--- src/rtl/axi_stream_strip_header_if.sv ---
// ----------------------------------------------------------------------------
// axi_stream_strip_header_if
// Purpose : AXI-Stream style beat bundle shared by the payload input, the
//           payload output and the extracted-header output of
//           axi_stream_strip_header.
// Signals : valid  beat valid (driven by master)
//           data   DATA_WD bits, byte 0 in the MSB position
//           keep   DATA_WD/8 left-aligned byte enables
//           last   final beat of a packet
//           ready  beat accepted when valid && ready (driven by slave)
// ----------------------------------------------------------------------------
interface axi_stream_strip_header_if #(
    parameter int DATA_WD = 32
);
    logic                   valid;
    logic [DATA_WD-1:0]     data;
    logic [DATA_WD/8-1:0]   keep;
    logic                   last;
    logic                   ready;

    modport master (output valid, output data, output keep, output last, input  ready);
    modport slave  (input  valid, input  data, input  keep, input  last, output ready);
endinterface

--- src/rtl/axi_stream_strip_header.sv ---
// ----------------------------------------------------------------------------
// axi_stream_strip_header
// Purpose : Strips an N-byte header (N = byte_strip_cnt+1, 1..DATA_BYTE_WD)
//           from the front of each AXI-Stream packet, presents the header on
//           a side channel and re-aligns the remaining payload to byte 0.
// Ports   : clk, rst        clock (rising edge), asynchronous active-high reset
//           s_axis          payload input  (valid/data/keep/last in, ready out)
//           m_axis          payload output (valid/data/keep/last out, ready in)
//           valid_strip     strip command valid, one per packet
//           byte_strip_cnt  header length minus one
//           ready_strip     command accepted when valid_strip && ready_strip
//           m_header        extracted header (keep left-aligned, last tied 0)
// ----------------------------------------------------------------------------
module axi_stream_strip_header #(
    parameter int DATA_WD      = 32,
    parameter int DATA_BYTE_WD = DATA_WD / 8,
    parameter int BYTE_CNT_WD  = $clog2(DATA_BYTE_WD)
) (
    input  logic                      clk,
    input  logic                      rst,
    axi_stream_strip_header_if.slave  s_axis,
    axi_stream_strip_header_if.master m_axis,
    input  logic                      valid_strip,
    input  logic [BYTE_CNT_WD-1:0]    byte_strip_cnt,
    output logic                      ready_strip,
    axi_stream_strip_header_if.master m_header
);
    // Byte counts range 0..DATA_BYTE_WD, so one extra bit over the command field.
    localparam int LEN_WD   = BYTE_CNT_WD + 1;
    localparam int SHIFT_WD = LEN_WD + 3;

    typedef logic [LEN_WD-1:0] len_t;
    typedef enum logic [1:0] {IDLE, HEAD, BODY, TAIL} state_t;

    // Left-aligned byte-enable vector with n leading ones.
    function automatic logic [DATA_BYTE_WD-1:0] keep_mask(input len_t n);
        logic [DATA_BYTE_WD-1:0] m;
        for (int i = 0; i < DATA_BYTE_WD; i++) begin
            m[DATA_BYTE_WD-1-i] = (len_t'(i) < n);
        end
        return m;
    endfunction

    function automatic len_t keep_count(input logic [DATA_BYTE_WD-1:0] k);
        len_t c;
        c = '0;
        for (int i = 0; i < DATA_BYTE_WD; i++) begin
            if (k[i]) c = c + len_t'(1);
        end
        return c;
    endfunction

    function automatic logic [DATA_WD-1:0] byte_mask(input logic [DATA_BYTE_WD-1:0] k);
        logic [DATA_WD-1:0] m;
        for (int i = 0; i < DATA_BYTE_WD; i++) begin
            m[8*i +: 8] = {8{k[i]}};
        end
        return m;
    endfunction

    function automatic logic [SHIFT_WD-1:0] bits_of(input len_t n);
        return {n, 3'b000};
    endfunction

    state_t               state_q, state_d;
    len_t                 n_q, n_d;
    len_t                 tail_len_q, tail_len_d;
    logic [DATA_WD-1:0]   res_q, res_d;

    logic                    out_valid_q, out_valid_d;
    logic [DATA_WD-1:0]      out_data_q, out_data_d;
    logic [DATA_BYTE_WD-1:0] out_keep_q, out_keep_d;
    logic                    out_last_q, out_last_d;

    logic                    hdr_valid_q, hdr_valid_d;
    logic [DATA_WD-1:0]      hdr_data_q, hdr_data_d;
    logic [DATA_BYTE_WD-1:0] hdr_keep_q, hdr_keep_d;

    logic                 ready_in;
    logic                 in_fire;
    logic                 out_free;
    logic                 hdr_free;
    logic [DATA_WD-1:0]   din;
    len_t                 l_in;
    len_t                 r_len;
    logic [DATA_WD-1:0]   shifted_res;
    logic [DATA_WD-1:0]   body_word;

    always_comb begin
        // Bytes beyond keep_in are zeroed up front so every later shift/OR
        // leaves unused output bytes at zero without further masking.
        din         = s_axis.data & byte_mask(s_axis.keep);
        l_in        = keep_count(s_axis.keep);
        r_len       = len_t'(DATA_BYTE_WD) - n_q;
        out_free    = !out_valid_q || m_axis.ready;
        hdr_free    = !hdr_valid_q || m_header.ready;
        // A shift by the full word width (N = DATA_BYTE_WD) yields zero residual.
        shifted_res = din << bits_of(n_q);
        body_word   = res_q | (din >> bits_of(r_len));

        case (state_q)
            HEAD:    ready_in = hdr_free;
            BODY:    ready_in = out_free;
            default: ready_in = 1'b0;
        endcase
        ready_strip = (state_q == IDLE);
        in_fire     = s_axis.valid && ready_in;

        state_d     = state_q;
        n_d         = n_q;
        tail_len_d  = tail_len_q;
        res_d       = res_q;
        out_valid_d = out_valid_q;
        out_data_d  = out_data_q;
        out_keep_d  = out_keep_q;
        out_last_d  = out_last_q;
        hdr_valid_d = hdr_valid_q;
        hdr_data_d  = hdr_data_q;
        hdr_keep_d  = hdr_keep_q;

        if (out_valid_q && m_axis.ready) out_valid_d = 1'b0;
        if (hdr_valid_q && m_header.ready) hdr_valid_d = 1'b0;

        case (state_q)
            IDLE: begin
                if (valid_strip) begin
                    n_d     = len_t'(byte_strip_cnt) + len_t'(1);
                    state_d = HEAD;
                end
            end
            HEAD: begin
                if (in_fire) begin
                    hdr_valid_d = 1'b1;
                    hdr_data_d  = din & byte_mask(keep_mask(n_q));
                    hdr_keep_d  = keep_mask((l_in < n_q) ? l_in : n_q);
                    res_d       = shifted_res;
                    if (!s_axis.last) begin
                        state_d = BODY;
                    end else if (l_in > n_q) begin
                        // Single-beat packet with payload: flush it from TAIL.
                        tail_len_d = l_in - n_q;
                        state_d    = TAIL;
                    end else begin
                        state_d = IDLE;
                    end
                end
            end
            BODY: begin
                if (in_fire) begin
                    out_valid_d = 1'b1;
                    out_data_d  = body_word;
                    res_d       = shifted_res;
                    if (s_axis.last && (l_in <= n_q)) begin
                        out_keep_d = keep_mask(r_len + l_in);
                        out_last_d = 1'b1;
                        state_d    = IDLE;
                    end else begin
                        out_keep_d = '1;
                        out_last_d = 1'b0;
                        if (s_axis.last) begin
                            tail_len_d = l_in - n_q;
                            state_d    = TAIL;
                        end
                    end
                end
            end
            TAIL: begin
                if (out_free) begin
                    out_valid_d = 1'b1;
                    out_data_d  = res_q;
                    out_keep_d  = keep_mask(tail_len_q);
                    out_last_d  = 1'b1;
                    state_d     = IDLE;
                end
            end
            default: state_d = IDLE;
        endcase
    end

    always_ff @(posedge clk or posedge rst) begin
        if (rst) begin
            state_q     <= IDLE;
            n_q         <= '0;
            tail_len_q  <= '0;
            res_q       <= '0;
            out_valid_q <= 1'b0;
            out_data_q  <= '0;
            out_keep_q  <= '0;
            out_last_q  <= 1'b0;
            hdr_valid_q <= 1'b0;
            hdr_data_q  <= '0;
            hdr_keep_q  <= '0;
        end else begin
            state_q     <= state_d;
            n_q         <= n_d;
            tail_len_q  <= tail_len_d;
            res_q       <= res_d;
            out_valid_q <= out_valid_d;
            out_data_q  <= out_data_d;
            out_keep_q  <= out_keep_d;
            out_last_q  <= out_last_d;
            hdr_valid_q <= hdr_valid_d;
            hdr_data_q  <= hdr_data_d;
            hdr_keep_q  <= hdr_keep_d;
        end
    end

    assign s_axis.ready   = ready_in;
    assign m_axis.valid   = out_valid_q;
    assign m_axis.data    = out_data_q;
    assign m_axis.keep    = out_keep_q;
    assign m_axis.last    = out_last_q;
    assign m_header.valid = hdr_valid_q;
    assign m_header.data  = hdr_data_q;
    assign m_header.keep  = hdr_keep_q;
    assign m_header.last  = 1'b0;
endmodule

--- src/flat_wrapper.sv ---
// flat-port wrapper written by rule: the top's interface ports become plain ports
module axi_stream_strip_header_flat 
#(
    parameter int DATA_WD      = 32,
    parameter int DATA_BYTE_WD = DATA_WD / 8,
    parameter int BYTE_CNT_WD  = $clog2(DATA_BYTE_WD)
)
  (clk, rst, valid_strip, byte_strip_cnt, ready_strip, s_axis_valid, s_axis_data, s_axis_keep, s_axis_last, s_axis_ready, m_axis_valid, m_axis_data, m_axis_keep, m_axis_last, m_axis_ready, m_header_valid, m_header_data, m_header_keep, m_header_last, m_header_ready);
  axi_stream_strip_header_if #(.DATA_WD(DATA_WD)) s_axis_i ();
  axi_stream_strip_header_if #(.DATA_WD(DATA_WD)) m_axis_i ();
  axi_stream_strip_header_if #(.DATA_WD(DATA_WD)) m_header_i ();
  input  logic clk;
  input  logic rst;
  input  logic valid_strip;
  input  logic [BYTE_CNT_WD-1:0] byte_strip_cnt;
  output logic ready_strip;
  input wire logic [$bits(s_axis_i.valid)-1:0] s_axis_valid;
  input wire logic [$bits(s_axis_i.data)-1:0] s_axis_data;
  input wire logic [$bits(s_axis_i.keep)-1:0] s_axis_keep;
  input wire logic [$bits(s_axis_i.last)-1:0] s_axis_last;
  output wire logic [$bits(s_axis_i.ready)-1:0] s_axis_ready;
  output wire logic [$bits(m_axis_i.valid)-1:0] m_axis_valid;
  output wire logic [$bits(m_axis_i.data)-1:0] m_axis_data;
  output wire logic [$bits(m_axis_i.keep)-1:0] m_axis_keep;
  output wire logic [$bits(m_axis_i.last)-1:0] m_axis_last;
  input wire logic [$bits(m_axis_i.ready)-1:0] m_axis_ready;
  output wire logic [$bits(m_header_i.valid)-1:0] m_header_valid;
  output wire logic [$bits(m_header_i.data)-1:0] m_header_data;
  output wire logic [$bits(m_header_i.keep)-1:0] m_header_keep;
  output wire logic [$bits(m_header_i.last)-1:0] m_header_last;
  input wire logic [$bits(m_header_i.ready)-1:0] m_header_ready;
  assign s_axis_i.valid = s_axis_valid;
  assign s_axis_i.data = s_axis_data;
  assign s_axis_i.keep = s_axis_keep;
  assign s_axis_i.last = s_axis_last;
  assign s_axis_ready = s_axis_i.ready;
  assign m_axis_valid = m_axis_i.valid;
  assign m_axis_data = m_axis_i.data;
  assign m_axis_keep = m_axis_i.keep;
  assign m_axis_last = m_axis_i.last;
  assign m_axis_i.ready = m_axis_ready;
  assign m_header_valid = m_header_i.valid;
  assign m_header_data = m_header_i.data;
  assign m_header_keep = m_header_i.keep;
  assign m_header_last = m_header_i.last;
  assign m_header_i.ready = m_header_ready;
  axi_stream_strip_header #(.DATA_WD(DATA_WD), .DATA_BYTE_WD(DATA_BYTE_WD), .BYTE_CNT_WD(BYTE_CNT_WD)) u_core (.clk(clk), .rst(rst), .s_axis(s_axis_i), .m_axis(m_axis_i), .valid_strip(valid_strip), .byte_strip_cnt(byte_strip_cnt), .ready_strip(ready_strip), .m_header(m_header_i));
endmodule
--- config.mk ---
export PLATFORM = sky130hd
export DESIGN_NAME = axi_stream_strip_header_flat
export DESIGN_NICKNAME = d
export VERILOG_FILES = /design/src/rtl/axi_stream_strip_header_if.sv /design/src/rtl/axi_stream_strip_header.sv /design/src/flat_wrapper.sv
export SDC_FILE = /design/constraint.sdc
export NUM_CORES = 1
export LEC_CHECK = 0
export ABC_AREA = 1
export BUFFER_PORTS_ARGS = -buffer_cell sky130_fd_sc_hd__buf_2
export CORE_MARGIN = 5
export CORE_UTILIZATION = 26
export CTS_CLUSTER_SIZE = 12
export DETAILED_ROUTE_END_ITERATION = 6
export GPL_TIMING_DRIVEN = 0
export HOLD_SLACK_MARGIN = 0.06
export PLACE_DENSITY = 0.4
export SLEW_MARGIN = 20
export SYNTH_ARGS = -nofsm -noshare
export SYNTH_HDL_FRONTEND = slang
export SYNTH_SLANG_ARGS = --single-unit
--- constraint.sdc ---
create_clock -name clk -period 3.7 [get_ports clk]
set_input_delay 0.37 -clock clk [delete_from_list [all_inputs] [get_ports clk]]
set_output_delay 0.37 -clock clk [all_outputs]
set_load 0.05 [all_outputs]
Word level (Yosys, flattened, before mapping)
Cells that the tools add are included.
{ "word_totals": {"ff_bits": 115, "output_inout_bits": 78, "inputBits": 45, "elab_cells": 112} }
{ "op_classes": {"bitwise_logic": 3, "addsub": 7, "order_cmp": 19, "n_eq_ne": 12, "reduce_logical": 18, "n_shift": 2, "n_mux": 40} }
{ "op_table": {"columns": ["cell", "count"], "rows": [
  ["AND 32 bit", 2],
  ["two-way mux 32 bit", 2],
  ["one-hot mux 32 bit (2 select lines)", 1],
  ["OR 32 bit", 1],
  ["left shift 32 x 6 -> 32 bit", 1],
  ["right shift 32 x 6 -> 32 bit", 1],
  ["two-way mux 3 bit", 10],
  ["< comparator 1 x 3 -> 1 bit, first input constant", 8],
  ["< comparator 2 x 3 -> 1 bit, first input constant", 8],
  ["two-way mux 2 bit", 8],
  ["two-way mux 4 bit", 3],
  ["two-way mux 1 bit", 10],
  ["!= test 2 x 1 -> 1 bit, second input constant", 4],
  ["!= test 2 bit, second input constant", 4],
  ["one-hot mux 2 bit (4 select lines)", 1],
  ["one-hot mux 4 bit (2 select lines)", 1],
  ["AND reduction 7 bit", 1],
  ["adder 3 x 1 -> 3 bit, second input constant", 2],
  ["one-hot mux 1 bit (2 select lines)", 3],
  ["one-hot mux 3 bit (2 select lines)", 1],
  ["AND reduction 2 bit", 3],
  ["AND reduction 5 bit", 1],
  ["== test 2 bit, second input constant", 2],
  ["logical AND 1 bit", 4],
  ["16 further kinds", 19]
]} }

Logic depth before layout (Yosys ltp)
Gate-level depths: netlist of the first run.
{ "logic_depth": {"ltp_word": 12, "depth_mapped": 23, "depth_no_buf": 22} }

Least setup slack after synthesis of the first run
Ideal clock, no wire load.
{ "synth_path": {"path_kind": "input-to-reg", "startpoint": "input s_axis_keep[0]", "endpoint": "register u_core.out_keep_q[1], in the netlist u_core.m_axis.keep[1]", "required_ns": 3.582, "arrival_time_ns": 2.804, "slack_ns": 0.779, "stages": 23, "setup_time_ns": 0.118, "path_buffers": 1, "path_cell_list": "clkbuf_1 -> inv_1 -> ha_1 -> inv_1 -> nand2_1 -> nand2_1 -> inv_1 -> ha_1 -> inv_1 -> nand2_1 -> o21ai_0 -> inv_1 -> ha_1 -> nand3_1 -> nand3_2 -> nand2_1 -> nand2_1 -> inv_1 -> nand2_1 -> nand2_1 -> nand2_1 -> nand2_1 -> nand2_1"} }
{ "synth_between": {"elab_chain_cells": 12} }
{ "synth_rtl": {"columns": ["element", "line_no", "source"], "rows": [
  ["start, declared", "flat_wrapper.sv:19", "input wire logic [$bits(s_axis_i.keep)-1:0] s_axis_keep;"],
  ["two-way mux 1 bit *", "axi_stream_strip_header.sv:48", "if (k[i]) c = c + len_t'(1);"],
  ["adder 1 x 1 -> 2 bit", "axi_stream_strip_header.sv:48", null],
  ["two-way mux 3 bit *", "axi_stream_strip_header.sv:48", null],
  ["adder 3 x 1 -> 3 bit", "axi_stream_strip_header.sv:48", null],
  ["two-way mux 3 bit *", "axi_stream_strip_header.sv:48", null],
  ["adder 3 x 1 -> 3 bit", "axi_stream_strip_header.sv:48", null],
  ["two-way mux 3 bit *", "axi_stream_strip_header.sv:48", null],
  ["adder 3 bit or <= comparator 3 bit (tied branches)", "axi_stream_strip_header.sv:154, axi_stream_strip_header.sv:153", null],
  ["< comparator 2 x 3 -> 1 bit or logical AND 1 bit (tied branches)", "axi_stream_strip_header.sv:39, axi_stream_strip_header.sv:153", null],
  ["two-way mux 4 bit *", "axi_stream_strip_header.sv:153", "if (s_axis.last && (l_in <= n_q)) begin"],
  ["two-way mux 4 bit *", "axi_stream_strip_header.sv:149", "if (in_fire) begin"],
  ["one-hot mux 4 bit (2 select lines) *", "axi_stream_strip_header.sv:124", "case (state_q)"],
  ["end signal, assigned", "axi_stream_strip_header.sv:200", "out_keep_q <= out_keep_d;"],
  ["end, declared", "axi_stream_strip_header.sv:72", "logic [DATA_BYTE_WD-1:0] out_keep_q, out_keep_d;"]
]} }
Every way passes the cells marked *; elsewhere a longest branch is shown, timed or not. The select of a mux whose other input is x is not followed.
A chain may end at the register's enable or synchronous reset.

Final worst setup path of the first run
{ "layout_path": {"startpoint": "input s_axis_keep[1]", "endpoint": "register u_core.hdr_keep_q[3], in the netlist u_core.m_header.keep[3]"} }
{ "layout_between": {"elab_chain_cells": 8} }
{ "layout_rtl": {"columns": ["element", "line_no", "source"], "rows": [
  ["two-way mux 3 bit *", "axi_stream_strip_header.sv:48", null],
  ["adder 3 x 1 -> 3 bit", "axi_stream_strip_header.sv:48", null],
  ["two-way mux 3 bit *", "axi_stream_strip_header.sv:48", null],
  ["adder 3 x 1 -> 3 bit", "axi_stream_strip_header.sv:48", null],
  ["two-way mux 3 bit *", "axi_stream_strip_header.sv:48", null],
  ["< comparator 3 bit", "axi_stream_strip_header.sv:135", "hdr_keep_d = keep_mask((l_in < n_q) ? l_in : n_q);"],
  ["two-way mux 3 bit *", "axi_stream_strip_header.sv:135", null],
  ["< comparator 1 x 3 -> 1 bit *", "axi_stream_strip_header.sv:39", "m[DATA_BYTE_WD-1-i] = (len_t'(i) < n);"],
  ["end signal, assigned", "axi_stream_strip_header.sv:204", "hdr_keep_q <= hdr_keep_d;"],
  ["end, declared", "axi_stream_strip_header.sv:77", "logic [DATA_BYTE_WD-1:0] hdr_keep_q, hdr_keep_d;"]
]} }
Every way passes the cells marked *; elsewhere a longest branch is shown, timed or not.

==> flow_summary.json, run 1 <==
{
  "outcome": "finished clean",
  "hold_viol": 0,
  "relSlewSlack": 0.4818,
  "holdWs_ps": 153.5,
  "yosys_most_used_dff": "dfrtp_1",
  "cts_resized": 0,
  "clk_path_buf_depth": 2,
  "drtAntennaViolNets": 0,
  "grt_pass1_wl_mm": 37.87,
  "worstHoldStart": "byte_strip_cnt[0]",
  "dr_total_vias": 6277,
  "p_switching_mw": 4.581,
  "worst_clock_skew_ps": 9.679,
  "final_nets": 1054,
  "area_growth_pct": 26.75,
  "dieArea_sq_um": 28310,
  "max_slew.worst_pin.slew_ps": 777.3,
  "cp_max_fo": 9,
  "max_freq_ghz": 0.3167,
  "cts_buffers": 17,
  "grt_max_degree": 76,
  "grt_overflow": 0,
  "die_h_um": 168.3,
  "rsz0062_at_grt": "no",
  "seqCellArea_sq_um": 2878,
  "setup_viol": 0,
  "ctsHtreeMaxLevel": 4,
  "synth_area_sq_um": 6511,
  "hold_path.class": "in2reg",
  "cts_sinks": 115,
  "die_x_um": 168.3,
  "r2r-end": "u_core.m_axis.data[26]",
  "peakVddDrop_v": 0.0003803,
  "multi_input_area_sq_um": 3018,
  "period_share": 0.8534,
  "yosys.area.top_type": "dfrtp_1",
  "drc": 0,
  "drive_gt1_frac": 0.2304,
  "end_kind": "register",
  "ys_types": 38,
  "p_leak_nw": 4.478,
  "pre_cts_ws_ps": 42.75,
  "fillers": 2766,
  "io_pins": 123,
  "yosysMostFrequentCell": "nand2_1",
  "drv_slew": 0,
  "antenna_found_initial": 0,
  "cts_tree": "built",
  "ys_seq_elements": 115,
  "combPwrFrac": 0.556,
  "gp_congestion": 0.8934,
  "synth_commonest_cells": "nand2_1 (323), dfrtp_1 (115), inv_1 (82)",
  "hold_depth": 2,
  "max_cap_violations": 0,
  "synthTopCellsByArea": "dfrtp_1 (44%), nand2_1 (19%), o21ai_0 (5.1%)",
  "synth_nets": 913,
  "clock_latency_ps": 420,
  "crit_type": "in2reg",
  "worst_hold_path.endpoint": "u_core.n_q[0]",
  "reg2reg_slack_ps": 570,
  "r2r_cells": 12,
  "total_power_mw": 8.971,
  "drt_wl_total_mm": 23.89,
  "required_ps": 4010,
  "worst_slack_ps": 542.3,
  "track_usage": 0.1731,
  "routed_via_density": 4.695,
  "power.clock.fraction": 0.216,
  "final_core_util": 0.3316,
  "switching_share": 0.5107,
  "dpl.hpwl_mm": 18.82,
  "seq_area_frac_synth": 0.4420,
  "synth_edf_count": 0,
  "synth_top_area_share": 0.4420,
  "min_period_ps": 3158,
  "fin_tns_setup_ps": 0,
  "coreArea_sq_um": 24890,
  "cts-root-buf": "clkbuf_16",
  "seqPwrFrac": 0.228,
  "clk_pin_slew_worst_paths_ps": 60,
  "grt_pass1_vias": 6591,
  "drt_iter0_drc": 359,
  "rr_startpoint": "u_core.n_q[0]",
  "start_util": 0.2616,
  "yosys_warnings": 0,
  "first_pass_iters": 5,
  "async_flop_share": 1.000,
  "worstSetupStartpointType": "input pin",
  "synth.avg_cell_area_sq_um": 7.633,
  "antenna_cells": 0,
  "intPower_mw": 4.389,
  "numPortBuffers": 120,
  "rows": 58,
  "syn_inst": 853,
  "power_density_nw_per_um2": 1087,
  "avgRoutedWirePerCell_um": 17.87,
  "arrival_ps": 3470
}
-- flip-flops by register name, indices dropped and copies added, names as in the netlist --
name	flops
u_core.m_header.data	32
u_core.m_axis.data	32
u_core.n_q	3
u_core.tail_len_q	3
u_core.m_header.keep	4
u_core.res_q	32
u_core.m_axis.last	1
u_core.m_axis.valid	1
u_core.m_header.valid	1
u_core.m_axis.keep	4
u_core.state_q	2
-- layout by cell type, fill, tap and decap left out, types with 3 or more instances in the layout --
cell	synthesis	layout
inv_2	5	5
clkbuf_16	0	17
buf_6	8	8
a21oi_1	21	21
a211oi_1	5	5
o21ai_1	13	13
clkbuf_1	11	12
dfrtp_1	115	115
nand3_1	32	32
nand2_1	323	323
nor2_1	47	47
o31ai_1	9	9
ha_1	13	13
buf_4	4	4
bufinv_16	0	6
o211ai_1	12	12
buf_2	23	143
o22ai_1	11	11
o21ai_0	66	66
o31ai_2	23	23
o21ai_2	6	6
nand2_2	3	3
inv_1	82	81
-- worst max-delay path by stage --
stage,slack [ps],from,endpoint
finish,540,s_axis_keep[1],u_core.m_header.keep[3]
global route,140,s_axis_keep[1],u_core.m_axis.keep[0]
CTS,490,s_axis_keep[1],u_core.m_axis.keep[0]
detailed placement,40,s_axis_keep[1],u_core.m_axis.keep[0]
global placement,-1540,rst,u_core.state_q[0]
floorplan,290,rst,u_core.m_axis.data[0]
-- power by group through the flow --
| stage | Sequential [mW] | Combinational (mW) | Clock [mW] |
|---|---|---|---|
| after floorplan | 3.17 | 2.51 | 0 |
| after global placement | 2.07 | 5.06 | 0 |
| after detailed placement | 2.06 | 5.05 | 0 |
| after CTS | 2.05 | 5.07 | 1.98 |
| after global routing | 2.12 | 5.51 | 2.04 |
| final | 2.05 | 4.99 | 1.94 |
-- critical path: stages --
cell      delay, ps
buf_2            90
clkbuf_1        400
inv_1            90
ha_1            340
inv_1            70
nand2_1          50
nand2_1          80
inv_1            50
ha_1            280
inv_1            50
nand2_1          40
o21ai_0         130
inv_1           180
ha_1            370
nand3_1         110
nand3_2         130
o21ai_0         350
nand2_1         130
nand2_1         100
nand3_1          80
-- per-stage QoR --
| stage | cell area [sq um] | instances |
|---|---|---|
| 5_1_grt | 8253 | 1337 |
| 6_report | 8253 | 1337 |
| 2_1_floorplan | 6511 | 853 |
| 3_5_place_dp | 7560 | 1304 |
| 4_1_cts | 8253 | 1337 |
| 3_3_place_gp | 7525 | 1303 |
-- layout make-up --
| class | count | share of cell area |
|---|---|---|
| buffer | 48 | 0.03457 |
| clock buffer | 20 | 0.05534 |
| clock inverter | 12 | 0.02744 |
| inverter | 88 | 0.04093 |
| multi-input combinational | 602 | 0.3657 |
| sequential | 115 | 0.3487 |
| tap | 330 | 0.05003 |
| timing repair buffer | 122 | 0.07732 |
-- cells by family after synthesis --
family | after synthesis | share of synthesized area
AOI/OAI and AO/OA | 170 | 0.1741
xor gates and xnor gates | 2 | 0.002691
adders and majority gates | 15 | 0.03113
buffers and inverters | 136 | 0.09454
DFF | 115 | 0.4420
other | 1 | 0.0005759
and+or+nand+nor | 414 | 0.2550
-- layer usage --
metal  vias to the layer above  global-route usage  share of wire
li1                       3043                   -              -
met1                      3042              0.2213           0.44
met2                       151              0.2928           0.49
met3                        41             0.03334          0.039
met4                         0             0.05999          0.027
met5                         -                   0              0
-- what timing repair did --
action | in CTS | in global routing
hold buffers | 1 | 0
buffers inserted | 0 | 0
endpoints found under the setup margin | 0 | 0
hold endpoints to repair | 40 | 0
No activity file was read; power rests on OpenSTA's default activity.
==> run 2, diff against run 1 <==
--- a/config.mk
+++ b/config.mk
@@ -5,7 +5,6 @@
 export SDC_FILE = /design/constraint.sdc
 export NUM_CORES = 1
 export LEC_CHECK = 0
-export ABC_AREA = 1
 export BUFFER_PORTS_ARGS = -buffer_cell sky130_fd_sc_hd__buf_2
 export CORE_MARGIN = 5
 export CORE_UTILIZATION = 26
==> run 2 against run 1 <==
  * Sequential share of layout area increased by 2.2 points
  * Clock-buffer cell count up 4
  * Total power down 5.7%
  * First-iteration DRC count up 81%
  * Highest routed layer unchanged
  * Critical path depth down 3
==> flow_summary.json, run 2 <==
{
  "max_freq_ghz": 0.2867,
  "synthTopCellsByArea": "dfrtp_1 (47%), nand2_1 (6.9%), o31ai_1 (6.0%)",
  "clock_latency_ps": 420,
  "drtAntennaViolNets": 0,
  "synth_area_sq_um": 6132,
  "grt_max_degree": 68,
  "grt_pass1_wl_mm": 36.31,
  "cts-root-buf": "clkbuf_16",
  "relSlewSlack": 0.3020,
  "power.clock.fraction": 0.185,
  "clk_path_buf_depth": 2,
  "die_x_um": 163.6,
  "period_share": 0.9425,
  "reg2reg_slack_ps": 600,
  "clk_pin_slew_worst_paths_ps": 50,
  "fin_tns_setup_ps": 0,
  "ys_types": 52,
  "min_period_ps": 3487,
  "grt_pass1_vias": 6064,
  "synth_edf_count": 0,
  "synth_top_area_share": 0.4693,
  "p_switching_mw": 4.306,
  "arrival_ps": 3790,
  "switching_share": 0.5092,
  "synth_nets": 723,
  "peakVddDrop_v": 0.0004214,
  "coreArea_sq_um": 23330,
  "final_area_sq_um": 7771,
  "syn_inst": 663,
  "cts_sinks": 115,
  "track_usage": 0.1837,
  "combPwrFrac": 0.563,
  "seq_area_frac_synth": 0.4693,
  "worst_clock_skew_ps": 11.88,
  "final_common_cell": "buf_2",
  "area_growth_pct": 26.73,
  "yosys.area.top_type": "dfrtp_1",
  "dpl.hpwl_mm": 18.90,
  "final_core_util": 0.3331,
  "cts_buffers": 17,
  "final_nets": 866,
  "pre_cts_ws_ps": -568.4,
  "yosys_warnings": 0,
  "rows": 56,
  "dr_total_vias": 5890,
  "antenna_found_initial": 0,
  "synth.avg_cell_area_sq_um": 9.249,
  "drc": 0,
  "drv_slew": 0,
  "grt_overflow": 0,
  "synth_commonest_cells": "dfrtp_1 (115), nand2_1 (113), a21oi_1 (59)",
  "fin_cells": 1136,
  "seqPwrFrac": 0.251,
  "worst_slack_ps": 212.6,
  "gp_congestion": 0.9434,
  "cp_max_fo": 19,
  "place_area_sq_um": 7171,
  "p_leak_nw": 3.485,
  "first_pass_iters": 5,
  "drt_iter0_drc": 650,
  "yosys_most_used_dff": "dfrtp_1",
  "setup_viol": 0,
  "antenna_cells": 0,
  "hold_viol": 0,
  "intPower_mw": 4.151,
  "drt_wl_total_mm": 24.40,
  "max_cap_violations": 0,
  "start_util": 0.2628,
  "final_cell_mix": "buf_2 (144), dfrtp_1 (115), nand2_1 (113)",
  "cts_tree": "built",
  "required_ps": 4000,
  "dieArea_sq_um": 26760,
  "dp.cells": 1104,
  "end_kind": "register",
  "yosysMostFrequentCell": "dfrtp_1",
  "routed_via_density": 5.185,
  "rsz0062_at_grt": "no",
  "outcome": "finished clean",
  "numPortBuffers": 121,
  "worstSetupStartpointType": "input pin",
  "power_density_nw_per_um2": 1088,
  "hold_path.class": "in2reg",
  "ctsHtreeMaxLevel": 4,
  "avgRoutedWirePerCell_um": 21.48,
  "crit_type": "in2reg",
  "ys_seq_elements": 115,
  "max_slew.worst_pin.slew_ps": 1039,
  "drive_gt1_frac": 0.2595,
  "async_flop_share": 1.000,
  "die_h_um": 163.6,
  "io_pins": 123
}
## run 2: changes by cell type in the layout (fill, tap and decap cells not counted), sizes merged, moves of 16 or more
| cell | change |
|---|---|
| a21oi | +38 |
| mux2 | +16 |
| o31ai | +17 |
| a31oi | +23 |
| inv | -72 |
| nand2 | -214 |
| o21ai | -47 |
## run 2: what timing repair did
| item | CTS | global route |
|---|---|---|
| setup buffers | 0 | 2 |
| gates resized for setup | 2 | 3 |
| hold buffers | 1 | 0 |
| setup endpoints to repair | 7 | 9 |
| hold endpoints to repair | 48 | 0 |
## run 2: power by group through the flow
stage,clock network (mW),registers (mW),logic [mW]
after floorplan,0,3.33,2.20
after global placement,0,2.13,4.69
after detailed placement,0,2.15,4.72
after CTS,1.61,2.13,4.77
after global routing,1.66,2.19,5.13
final,1.57,2.13,4.76
## run 2: logic make-up after synthesis
kind of cell | after synthesis | share of synthesized area
xor+xnor | 7 | 0.01469
mux | 24 | 0.05876
simple gates | 217 | 0.1508
fa+ha+maj | 15 | 0.03306
buf+inv | 70 | 0.05101
flops | 115 | 0.4693
other cells | 1 | 0.0006115
compound gates | 214 | 0.2218
## run 2: through the flow
stage / hold slack [ps] / power [mW]
2_1_floorplan: 449.1 / 5.534
3_3_place_gp: 461.5 / 6.816
3_5_place_dp: 439.3 / 6.871
4_1_cts: 190.4 / 8.513
5_1_grt: 209.7 / 8.982
6_report: 203.0 / 8.457
## run 2: routing by layer
metal	routed length, um	global-route usage	up-vias
li1	-	-	2683
met1	10400	0.2367	2874
met2	11210	0.2881	265
met5	0	0	-
met3	1847	0.05375	68
met4	938	0.07854	0
## run 2: layout make-up
type | count | area (sq um)
flip-flops and latches | 115 | 2878
multi-input cells | 478 | 2968
clock buffers | 24 | 471.7
clock inverters | 6 | 80.08
plain buffers | 52 | 247.7
fillers | 2501 | 15560
repair buffers | 125 | 658.1
well taps | 319 | 399.1
inverters | 17 | 68.82
## run 2: worst max-delay path: stages
cell and delay, ps:
buf_2 120, clkbuf_2 200, buf_4 260, inv_1 80
ha_1 370, xnor2_2 230, inv_1 80, ha_1 290
nand2b_1 140, o31a_1 160, ha_1 350, nor2b_1 160
a21bo_2 210, buf_6 130, o2111ai_1 80, or2_1 190
mux2_2 350
## run 2: worst paths after layout
| path | startpoint | end | cells after the start |
|---|---|---|---|
| max | s_axis_keep[0] | u_core.tail_len_q[1] | 17 |
| min | byte_strip_cnt[0] | u_core.n_q[0] | 2 |
| max reg2reg | u_core.n_q[0] | u_core.m_axis.keep[3] | 9 |
| min reg2reg | u_core.m_header.data[0] | u_core.m_header.data[0] | 2 |
| max in group asynchronous | rst | u_core.res_q[6] | 4 |
| min in group asynchronous | rst | u_core.m_header.data[27] | 3 |
